[src/rtl/instruction_fetch_controller.sv]
// -----------------------------------------------------------------------------
// instruction_fetch_controller
//
// Purpose:
//   Sequences instruction fetch for a simple in-order core. It asks instruction
//   memory for the word at the current program counter, hands that word to
//   decode, and then writes the next program counter value. That value is
//   either pc + PC_INCREMENT or a branch/jump target supplied by execute.
//   Each instruction passes through three states:
//     FETCH   - imem_req high until imem_ack
//     DELIVER - inst_valid high until decode accepts or a redirect drops it
//     UPDATE  - one-cycle pc_enable pulse that writes next_pc
//   A redirect that arrives while a memory access is outstanding is held in
//   target_reg. The access is allowed to complete, its data is discarded, and
//   the stored target is written to the PC.
//
// Optional feature (macro FETCH_MISALIGN_TRAP_EN):
//   When defined, a FETCH with pc[1:0] != 0 issues no memory request. A NOP
//   is presented to decode instead, with fetch_misaligned=1. When undefined,
//   pc[1:0] is ignored and fetch_misaligned is constant 0.
//
// Ports:
//   clock            in   system clock
//   reset            in   asynchronous, active-high reset
//   pc[31:0]         in   current program counter register value
//   pc_enable        out  program counter write enable
//   next_pc[31:0]    out  value written into the PC when pc_enable=1
//   imem_req         out  instruction memory request
//   imem_addr[31:0]  out  word-aligned fetch address
//   imem_ack         in   single-cycle memory response strobe
//   imem_rdata[31:0] in   instruction word, valid with imem_ack
//   inst_valid       out  instruction available to decode
//   inst_ready       in   decode accepts the instruction
//   inst[31:0]       out  fetched instruction
//   inst_pc[31:0]    out  address of inst
//   redirect_valid   in   single-cycle control-flow change request
//   redirect_target  in   new PC for a redirect
//   fetch_misaligned out  misaligned-fetch flag, qualified by inst_valid
// -----------------------------------------------------------------------------
module instruction_fetch_controller #(
    parameter logic [31:0] PC_INCREMENT = 32'd4,
    parameter logic [31:0] NOP_INSTR    = 32'h00000013
) (
    input  logic        clock,
    input  logic        reset,
    input  logic [31:0] pc,
    output logic        pc_enable,
    output logic [31:0] next_pc,
    output logic        imem_req,
    output logic [31:0] imem_addr,
    input  logic        imem_ack,
    input  logic [31:0] imem_rdata,
    output logic        inst_valid,
    input  logic        inst_ready,
    output logic [31:0] inst,
    output logic [31:0] inst_pc,
    input  logic        redirect_valid,
    input  logic [31:0] redirect_target,
    output logic        fetch_misaligned
);

    typedef enum logic [1:0] {
        FETCH   = 2'd0,
        DELIVER = 2'd1,
        UPDATE  = 2'd2
    } state_t;

    state_t      state_reg;
    // Low for the first cycle after reset and for a completed access. This
    // keeps imem_req low during and immediately after reset. It also ensures
    // that only acks answering a live request are honoured.
    logic        req_armed_reg;
    logic        pc_enable_reg;
    logic        inst_valid_reg;
    logic        redirect_pending_reg;
    logic [31:0] inst_reg;
    logic [31:0] inst_pc_reg;
    logic [31:0] npc_reg;
    logic [31:0] target_reg;

    logic        misaligned_pc;
    logic        fetch_done;
    logic        redirect_hit;
    logic        deliver_exit;
    logic [31:0] redirect_sel;

    // A fetch completes on a live ack. With the trap enabled, it also completes
    // on a misaligned PC, for which no request is ever raised.
    assign fetch_done   = (state_reg == FETCH) && req_armed_reg && (imem_ack || misaligned_pc);
    assign redirect_hit = redirect_valid || redirect_pending_reg;
    // A redirect arriving in the completion cycle is newer than the stored one.
    assign redirect_sel = redirect_valid ? redirect_target : target_reg;
    assign deliver_exit = (state_reg == DELIVER) && (redirect_valid || inst_ready);

    assign imem_req   = (state_reg == FETCH) && req_armed_reg && !misaligned_pc;
    assign imem_addr  = {pc[31:2], 2'b00};
    assign pc_enable  = pc_enable_reg;
    // A redirect during the write cycle overrides the sequential value.
    assign next_pc    = ((state_reg == UPDATE) && redirect_valid) ? redirect_target : npc_reg;
    assign inst_valid = inst_valid_reg;
    assign inst       = inst_reg;
    assign inst_pc    = inst_pc_reg;

`ifdef FETCH_MISALIGN_TRAP_EN
    logic misaligned_reg;

    assign misaligned_pc    = (pc[1:0] != 2'b00);
    assign fetch_misaligned = misaligned_reg;

    // Set when a misaligned fetch enters DELIVER; cleared when DELIVER is left.
    always_ff @(posedge clock or posedge reset) begin
        if (reset) begin
            misaligned_reg <= 1'b0;
        end else if (fetch_done && !redirect_hit) begin
            misaligned_reg <= misaligned_pc;
        end else if (deliver_exit) begin
            misaligned_reg <= 1'b0;
        end
    end
`else
    assign misaligned_pc    = 1'b0;
    assign fetch_misaligned = 1'b0;
`endif

    always_ff @(posedge clock or posedge reset) begin
        if (reset) begin
            state_reg            <= FETCH;
            req_armed_reg        <= 1'b0;
            pc_enable_reg        <= 1'b0;
            inst_valid_reg       <= 1'b0;
            redirect_pending_reg <= 1'b0;
            inst_reg             <= NOP_INSTR;
            inst_pc_reg          <= 32'd0;
            npc_reg              <= 32'd0;
            target_reg           <= 32'd0;
        end else begin
            case (state_reg)
                FETCH: begin
                    req_armed_reg <= 1'b1;
                    if (fetch_done) begin
                        req_armed_reg <= 1'b0;
                        if (redirect_hit) begin
                            // The access completed, but the stream is stale.
                            // Drop the data and write the target.
                            npc_reg       <= redirect_sel;
                            pc_enable_reg <= 1'b1;
                            state_reg     <= UPDATE;
                        end else begin
                            inst_reg       <= misaligned_pc ? NOP_INSTR : imem_rdata;
                            inst_pc_reg    <= pc;
                            inst_valid_reg <= 1'b1;
                            state_reg      <= DELIVER;
                        end
                    end else if (redirect_valid) begin
                        // The outstanding access is never cancelled. Remember
                        // the latest target until the access completes.
                        target_reg           <= redirect_target;
                        redirect_pending_reg <= 1'b1;
                    end
                end

                DELIVER: begin
                    if (redirect_valid) begin
                        npc_reg <= redirect_target;
                    end else if (inst_ready) begin
                        npc_reg <= pc + PC_INCREMENT;
                    end
                    if (deliver_exit) begin
                        inst_valid_reg <= 1'b0;
                        pc_enable_reg  <= 1'b1;
                        state_reg      <= UPDATE;
                    end
                end

                UPDATE: begin
                    pc_enable_reg        <= 1'b0;
                    redirect_pending_reg <= 1'b0;
                    req_armed_reg        <= 1'b1;
                    state_reg            <= FETCH;
                    // Keep npc_reg equal to what the PC actually received.
                    if (redirect_valid) begin
                        npc_reg <= redirect_target;
                    end
                end

                default: begin
                    state_reg <= FETCH;
                end
            endcase
        end
    end

endmodule

[config.mk]
export PLATFORM = sky130hd
export DESIGN_NAME = instruction_fetch_controller
export DESIGN_NICKNAME = d
export VERILOG_FILES = /design/src/rtl/instruction_fetch_controller.sv
export SDC_FILE = /design/constraint.sdc
export NUM_CORES = 1
export LEC_CHECK = 0
export BUFFER_PORTS_ARGS = -buffer_cell sky130_fd_sc_hd__buf_2
export CORE_MARGIN = 2
export CORE_UTILIZATION = 32
export CTS_CLUSTER_DIAMETER = 80
export DETAILED_ROUTE_END_ITERATION = 10
export MAX_ROUTING_LAYER = met4
export SLEW_MARGIN = 25
export SYNTH_ARGS = -nofsm -noshare
export SYNTH_HDL_FRONTEND = slang
export SYNTH_SLANG_ARGS = --single-unit
[constraint.sdc]
create_clock -name clock -period 9.3 [get_ports clock]
set_input_delay 2.325 -clock clock [delete_from_list [all_inputs] [get_ports clock]]
set_output_delay 2.325 -clock clock [all_outputs]
set_load 0.005 [all_outputs]
==> impl_results.md, run 1 <==
- Clock sinks: 134
- YS warnings: 0
- Chip height: 157 um
- Max-slew violations: 0
- Internal: 1.98 mW
- PD cells: 341 mW/mm^2
- Worst Clk Skew: 12.0 ps
- Most frequent cells in the layout: 229 x buf_2, 134 x mux2_2, 131 x dfrtp_1
- Core Rows: 55
- R2R depth: 7
- Seq cells post-synth: 134
- Clock share of power: 21.7%
- Largest net degree at the start of global routing: 69
- Detailed-route via count: 6092
- Final setup vio count: 0
- CTS tree: built
- Gate power share: 45.1%
- Unrepaired setup endpoints after global routing: no
- Clk slew on worst S/H paths: 60 ps
- Min-delay worst type: reg2reg
- Design area: 0.00926 mm^2
- Number of synthesized flops with an enable pin: 0
- Via density: 5.04
- Setup Buffers After CTS: 0
- Port buffer count: 229
- Horiz. Die Dim: 157 um
- Worst VDD drop: 0.000195 V
- Peak Freq: 166 MHz
- FF+latch area: 0.00336 mm^2
- Max-cap violation count: 0
- WS Path Type: in2out
- Post-synth ARST share: 100%
- Worst hold start: npc_reg[3]
- Core box area: 0.0228 mm^2
- Switching Fraction: 37.2%
- Avg Inst Size Synth: 10.7 um^2
- P_sw: 1.17 mW
- TNS Setup: 0 ps
- GR Overflow Total: 0
- Synth top area share: 43.9%
- Overall die area: 0.0246 mm^2
- Min Tclk post-route: 6030 ps
- Vias in the first global route: 6042
- Clk Tree Root Cell: clkbuf_16
- CTS Buf Count: 17
- Yosys top cell by area: dfrtp_1
- Skew-Pair Late Insertion Delay: 430 ps
- First-pass DRT Iterations: 5
- Register area share after synthesis: 44.9%
- Placed cell areas: 0.00866 mm^2
- Layout cell share with drive strength beyond 1: 46.6%
- Global placement routability congestion: 0.855
- Antenna Nets Post-Route: 0
- Fillers: 2265
- Crit Path Max Fanout: 24
- Routed len/inst: 18.4 um
- Slew margin rel.: 40.0%
- Period utilization: 64.9%
- Routed WL: 22200 um
- Final hold vios: 0
- Top area cells in the synthesized netlist: dfrtp_1 44%, mux2_2 20%, buf_4 3.3%
- CP startpoint: redirect_valid
- CP endpoint: next_pc[23]
- Slew @ Worst Pin: 900 ps
- DPL Wire Length: 15700 um
- Clock tree buffer depth: 2
- Ys flop type: dfrtp_1
- Ports: 233
- Gate count after technology mapping: 699
- Initial antenna violation count: 1
- Area Growth Syn to Fin: 23.9%
- Multi-input gate area: 0.00366 mm^2
- Starting Density: 32.8%
- # H-tree levels: 4
- First-pass GRT wire length: 34800 um
- Layout Nets: 987
- Status: completed
- PostCTS Resize Cnt: 0
- Worst reg-to-reg setup slack: 6110 ps
- Hold-fix buffers, CTS: 0
- Critical path startpoint category: input port
- Mapped Area: 0.00747 mm^2
- Worst path arrival time: 3710 ps
- R2r endpoint: npc_reg[14]
- Drt first-iter violations: 290
- Sequential share of power: 33.2%
- Worst Path Required: 6980 ps
- Most common cell after layout, fill and taps aside: buf_2
- Cell variety after synth: 55
- DRC violations left: 0
- Leak: 4.17 nW
- R2r startpoint: state_reg[1]
- CP Capture Type: primary output
- Overall Global Routing Usage: 19.2%
worst min-delay path by stage:
| stage | end | cells past startpoint |
|---|---|---|
| 2_1_floorplan | npc_reg[2] | 1 |
| 4_1_cts | npc_reg[3] | 1 |
| 3_3_place_gp | npc_reg[3] | 1 |
| 6_report | npc_reg[3] | 1 |
| 5_1_grt | npc_reg[3] | 1 |
| 3_5_place_dp | npc_reg[3] | 1 |
synthesized netlist by cell type, types with 7 or more instances:
master	count
nor3_1	18
buf_4	33
a21oi_1	21
nand2_1	40
buf_2	11
a2111oi_0	9
mux2_2	134
nand3_1	26
dfrtp_1	131
a221oi_1	7
nor2_1	38
o21ai_0	37
a211oi_1	10
xor2_1	8
mux2i_1	17
a31oi_1	10
clkbuf_1	26
buf_1	8
and2_1	17
nor2b_1	7
nand4_1	11
final cells by class:
| type | count | area share [%] |
|---|---|---|
| Clock buffer | 18 | 4.74 |
| Clock inverter | 14 | 1.61 |
| Timing Repair Buffer | 240 | 13.3 |
| Multi-Input combinational cell | 482 | 39.5 |
| Antenna cell | 2 | 0.0541 |
| Sequential cell | 134 | 36.3 |
| Inverter | 6 | 0.297 |
| Tap cell | 313 | 4.23 |
power by group through the flow:
stage	Sequential, mW	Clock, mW	Combinational (mW)
floorplan	1.03	0	0.942
global placement	1.05	0	1.40
detailed placement	1.05	0	1.43
CTS	1.05	0.700	1.44
global route	1.09	0.728	1.58
finish	1.05	0.684	1.42
kinds of logic (layout without fill, tap and decap cells):
group                      after synthesis  count (layout)  share of synthesized area [%]
and+or+nand+nor                        186             186                           12.8
DFF                                    134             134                           44.9
buffers and inverters                   85             278                           6.21
muxes                                  151             151                           22.5
adders and majority gates                5               5                          0.837
xor gates and xnor gates                14              14                           1.64
AOI/OAI and AO/OA                      123             123                           11.1
other                                    1               5                         0.0502
metal layers:
| metal | vias to the layer above | routed length [um] | global-route usage [%] | share of wire (%) |
|---|---|---|---|---|
| li1 | 2889 | - | - | - |
| met1 | 2962 | 10600 | 26.7 | 48 |
| met2 | 222 | 9950 | 28.0 | 45 |
| met3 | 19 | 1300 | 4.15 | 5.8 |
| met4 | 0 | 291 | 5.46 | 1.3 |
| met5 | - | 0 | - | 0 |
critical path, cell delays in order:
cell,delay [ps]
buf_2,130
nand2_1,310
buf_4,420
mux2_2,390
buf_2,130
stage by stage:
stage | power (mW) | util (%) | setup slack, ps | instances | hold WS [ps]
detailed placement | 2.48 | 38.0 | 3250 | 1175 | 464
global route | 3.40 | 40.6 | 3180 | 1208 | 492
finish | 3.15 | 40.6 | 3270 | 1209 | 476
floorplan | 1.97 | - | 3400 | 701 | 444
global placement | 2.45 | 38.0 | 3290 | 1175 | 464
CTS | 3.19 | 40.6 | 3240 | 1207 | 478
(Power assumes the default switching activity.)
==> inputs of run 2 (changes only) <==
Clock period 9.3 ns to 5 ns, I/O delays scaled along.
==> run 2 against run 1 <==
  * Die area did not move
  * Hold slack improved by 5.9 ps
  * First-iteration DRC count rose by 4.5%
  * Highest routed layer unchanged
  * Sequential share of layout area rose by 0.054 points
  * Sequential cell count did not move
  * Non-clock buffer count rose by 2
  * Count of clock-buffer cells in the layout did not move
  * Utilization fell by 0.060 points
  * Critical path depth did not move
  * Clock skew fell by 2.8 ps
==> impl_results.md, run 2 (synthesis gave the netlist of run 1 again) <==
- Slew @ Worst Pin: 831 ps
- Core Rows: 55
- Period utilization: 73.1%
- PostCTS Resize Cnt: 0
- Setup Buffers After CTS: 0
- Worst Path Required: 3750 ps
- Fillers: 2268
- Worst VDD drop: 0.000290 V
- Port buffer count: 229
- # H-tree levels: 4
- Crit Path Max Fanout: 32
- Final hold vios: 0
- Initial antenna violation count: 0
- CTS tree: built
- Antenna Nets Post-Route: 0
- Switching Fraction: 37.1%
- Max-cap violation count: 0
- Overall die area: 0.0246 mm^2
- Most common cell after layout, fill and taps aside: buf_2
- FF+latch area: 0.00336 mm^2
- Worst hold start: npc_reg[3]
- GR Overflow Total: 0
- Layout cell share with drive strength beyond 1: 46.8%
- Min Tclk post-route: 3660 ps
- Hold-fix buffers, CTS: 0
- Chip height: 157 um
- Overall Global Routing Usage: 18.7%
- Leak: 4.18 nW
- Area Growth Syn to Fin: 23.7%
- Starting Density: 32.8%
- Largest net degree at the start of global routing: 91
- Most frequent cells in the layout: 229 x buf_2, 134 x mux2_2, 131 x dfrtp_1
- Internal: 3.64 mW
- WS Path Type: in2out
- Unrepaired setup endpoints after global routing: no
- Horiz. Die Dim: 157 um
- P_sw: 2.15 mW
- Clk slew on worst S/H paths: 60 ps
- Slew margin rel.: 44.6%
- CP startpoint: redirect_valid
- PD cells: 626 mW/mm^2
- CTS Buf Count: 17
- DRC violations left: 0
- Core box area: 0.0228 mm^2
- Core Util, Final: 40.6%
- Layout Nets: 989
- Ports: 233
- Min-delay worst type: reg2reg
- Critical path startpoint category: input port
- Worst path arrival time: 2410 ps
- Routed len/inst: 18.3 um
- Max-slew violations: 0
- Worst Clk Skew: 9.23 ps
- Detailed-route via count: 6063
- Final setup vio count: 0
- Diodes inserted: 0
- Gate power share: 45.2%
- Clock share of power: 20.9%
- Via density: 5.01
- Clock sinks: 134
- R2r startpoint: state_reg[1]
- First-pass DRT Iterations: 4
- Multi-input gate area: 0.00366 mm^2
- Clk Tree Root Cell: clkbuf_16
- Vias in the first global route: 5928
- DPL Wire Length: 16100 um
- Status: completed
- Global placement routability congestion: 0.903
- Peak Freq: 273 MHz
- Sequential share of power: 34.0%
- WHS: 482 ps
- CP Capture Type: primary output
- Routed WL: 22100 um
- Clock tree buffer depth: 2
- TNS Setup: 0 ps
- First-pass GRT wire length: 33800 um
- Drt first-iter violations: 303
- Skew-Pair Late Insertion Delay: 420 ps
==> run 2: cell types whose count changed in the layout (fill, tap and decap cells not counted) <==
cell and delta:
buf_4 +2, bufinv_16 -1, clkinv_2 +1, clkinv_4 +1, clkinvlp_4 -1, diode_2 -2
==> run 2: final timing paths <==
| check | endpoint | slack [ps] | depth (start not counted) |
|---|---|---|---|
| hold / removal | npc_reg[3] | 480 | 1 |
| setup / recovery | next_pc[9] | 1340 | 5 |
| max in group asynchronous | npc_reg[6] | 3130 | 3 |
| setup reg to reg | npc_reg[31] | 2010 | 7 |
| hold reg to reg | npc_reg[3] | 480 | 1 |
| min in group asynchronous | inst[30] | 990 | 2 |
==> run 2: layout make-up <==
class / instances / share of cell area (%)
repair buffers: 242 / 13.5
inverters: 6 / 0.298
clock buffers: 18 / 4.75
well taps: 313 / 4.24
clock inverters: 14 / 1.35
multi-input cells: 482 / 39.6
flip-flops and latches: 134 / 36.3
==> run 2: worst max-delay path: stages <==
cell	delay (ps)
buf_2	170
nand2_1	70
buf_4	370
mux2_2	390
buf_2	130
==> run 2: through the flow <==
step	setup WS, ps	cell area (um^2)	power, mW	instances
floorplan	172	7480	3.67	701
global placement	1350	8680	4.55	1177
CTS	1310	9240	5.85	1209
finish	1340	9240	5.79	1209
detailed placement	1280	8680	4.61	1177
global route	1260	9240	6.24	1209
==> run 2: routing by layer <==
metal,GRT usage (%),vias to the layer above,routed length (um)
li1,-,2885,-
met1,25.9,2942,10600
met2,27.4,214,9840
met3,3.96,22,1290
met4,5.99,0,393
met5,-,-,0
==> run 2: power groups by stage <==
| stage | Combinational, mW | Clock, mW | Sequential (mW) |
|---|---|---|---|
| after floorplan | 1.75 | 0 | 1.92 |
| after global placement | 2.58 | 0 | 1.97 |
| after detailed placement | 2.64 | 0 | 1.98 |
| after CTS | 2.64 | 1.24 | 1.97 |
| after global routing | 2.91 | 1.29 | 2.04 |
| final | 2.61 | 1.21 | 1.97 |
==> inputs of run 3 (changes only) <==
Settings changed: ABC_AREA set to 1.
Clock period 5 ns to 3.2 ns, I/O delays scaled along.
==> run 3 against run 2 <==
  * Total power increased by 62%
  * Count of clock-buffer cells in the layout decreased by 1
  * Global-route usage increased by 0.56 points
  * Critical path depth increased by 1
  * Cell count increased by 29%
  * Critical endpoint is now next_pc[14]
  * Largest power group unchanged
  * Highest routed layer unchanged
==> impl_results.md, run 3 <==
- Status: completed
- Port buffer count: 229
- Hold-fix buffers, CTS: 0
- Final setup vio count: 0
- Final hold vios: 0
- Clk Tree Root Cell: clkbuf_16
- GR Overflow Total: 0
- Core box area: 0.0236 mm^2
- Layout cell share with drive strength beyond 1: 28.5%
- Cell variety after synth: 32
- Synth top area share: 42.4%
- Most common cell in the netlist: nand2_1
- Worst Clk Skew: 7.53 ps
- Starting Density: 32.7%
- Leak: 4.96 nW
- Most common cell after layout, fill and taps aside: nand2_1
- Min-delay worst type: reg2reg
- Critical path startpoint category: flip-flop
- DRC violations left: 0
- Setup Buffers After CTS: 0
- Max-cap violation count: 0
- Clock sinks: 134
- Overall die area: 0.0254 mm^2
- Mapped Area: 0.00773 mm^2
- Max-slew violations: 0
- PostCTS Resize Cnt: 0
- Peak Freq: 360 MHz
- Top area cells in the synthesized netlist: dfrtp_1 42%, nand2_1 15%, mux2_2 8.4%
- Slew margin rel.: 34.8%
- Layout Nets: 1327
- Overall Global Routing Usage: 19.3%
- Area Growth Syn to Fin: 25.0%
- Routed len/inst: 15.3 um
- Worst Path Required: 2400 ps
- Slew @ Worst Pin: 974 ps
- Ys flop type: dfrtp_1
- Worst VDD drop: 0.000457 V
- YS warnings: 0
- Most frequent cells after synthesis: 308 x nand2_1, 131 x dfrtp_1, 119 x o21ai_0
- CP Capture Type: primary output
- Period utilization: 86.8%
- Chip height: 159 um
- Detailed-route via count: 7321
- Horiz. Die Dim: 159 um
- Drt first-iter violations: 597
- Avg Inst Size Synth: 7.46 um^2
- Skew-Pair Late Insertion Delay: 420 ps
- Initial antenna violation count: 3
- Placed Cells: 1521
- Clock tree buffer depth: 2
- Total power: 9.36 mW
- # H-tree levels: 4
- Unrepaired setup endpoints after global routing: no
- Vias in the first global route: 6744
- Gate count after technology mapping: 1036
- Register area share after synthesis: 43.4%
- First-pass DRT Iterations: 5
- Yosys top cell by area: dfrtp_1
- Post-synth ARST share: 100%
- First-pass GRT wire length: 37300 um
- Routed WL: 23700 um
- TNS Setup: 0 ps
- DPL Wire Length: 17400 um
- CTS tree: built
- PD cells: 969 mW/mm^2
- Largest net degree at the start of global routing: 49
- Number of synthesized flops with an enable pin: 0
- Worst reg-to-reg setup slack: 670 ps
- Via density: 4.71
- Global placement routability congestion: 0.875
- CTS Buf Count: 17
- Worst path arrival time: 1980 ps
- Antenna Nets Post-Route: 0
- Layout Cells excl Fill: 1556
- Crit Path Max Fanout: 48
- Min Tclk post-route: 2780 ps
- WS Path Type: reg2out
- Core Rows: 56
- Seq cells post-synth: 134
- Ports: 233
- Clk slew on worst S/H paths: 60 ps
- Most frequent cells in the layout: 307 x nand2_1, 229 x buf_2, 131 x dfrtp_1
[run 3: changes by cell type in the layout (fill, tap and decap cells not counted), moves of 11 or more]
| cell | change |
|---|---|
| mux2_2 | -76 |
| inv_1 | +84 |
| nand2_1 | +267 |
| mux2i_1 | -17 |
| a21oi_1 | +44 |
| nor3_1 | -17 |
| o21ai_1 | +22 |
| o21ai_0 | +82 |
| nor2_1 | +62 |
| and2_1 | -15 |
| nand4_1 | -11 |
[run 3: cells by family (layout without fill, tap and decap cells)]
family / count (synthesis) / in the layout / synth area share [%]
DFF: 134 / 134 / 43.4
other: 1 / 6 / 0.0485
AOI/OAI and AO/OA: 214 / 214 / 14.2
buffers and inverters: 178 / 374 / 10.7
xor gates and xnor gates: 1 / 1 / 0.113
muxes: 58 / 58 / 8.45
and+or+nand+nor: 445 / 445 / 22.3
adders and majority gates: 5 / 5 / 0.809
[run 3: worst paths after layout]
kind,from,depth (start not counted),end
worst min register to register,inst_pc[17],2,inst_pc[17]
min in group asynchronous,reset,2,inst[26]
worst max register to register,state_reg[1],11,npc_reg[16]
max in group asynchronous,reset,3,inst[4]
worst max-delay path,state_reg[0],6,next_pc[14]
worst min-delay path,inst_pc[17],2,inst_pc[17]
[run 3: power by group]
part	internal, mW	total (mW)	switching [mW]	leakage (nW)
logic	1.82	4.40	2.58	3.03
clock network	1.18	2.04	0.859	0.293
registers	2.56	2.92	0.359	1.64
[run 3: cell type report]
cell class	instances	area, um^2
diodes	3	7.51
clock buffers	17	425
clock inverters	15	181
fillers	2426	13900
inverters	94	362
multi-input cells	726	3580
flip-flops and latches	134	3360
well taps	319	399
repair buffers	248	1350
[run 3: worst max-delay path: stages (launching register included)]
cell and delay, ps:
dfrtp_1 380, inv_1 80, ha_1 230, nand2_1 120, buf_12 240, mux2_2 360
buf_2 130
[run 3: per-layer routing]
metal	GRT usage [%]	vias up	wire, um
met4	6.07	0	405
li1	-	3657	-
met2	28.6	247	10700
met3	4.19	26	1510
met1	26.3	3391	11100
met5	-	-	0
[run 3: per-stage QoR]
step / util, % / worst slack (ps) / hold WS, ps / area [um^2]
after floorplan: - / 599 / 443 / 7740
after global placement: 38.3 / 495 / 462 / 9050
after detailed placement: 38.3 / 451 / 465 / 9050
after CTS: 40.9 / 396 / 483 / 9660
after global routing: 40.9 / 299 / 491 / 9660
final: 40.9 / 422 / 478 / 9660
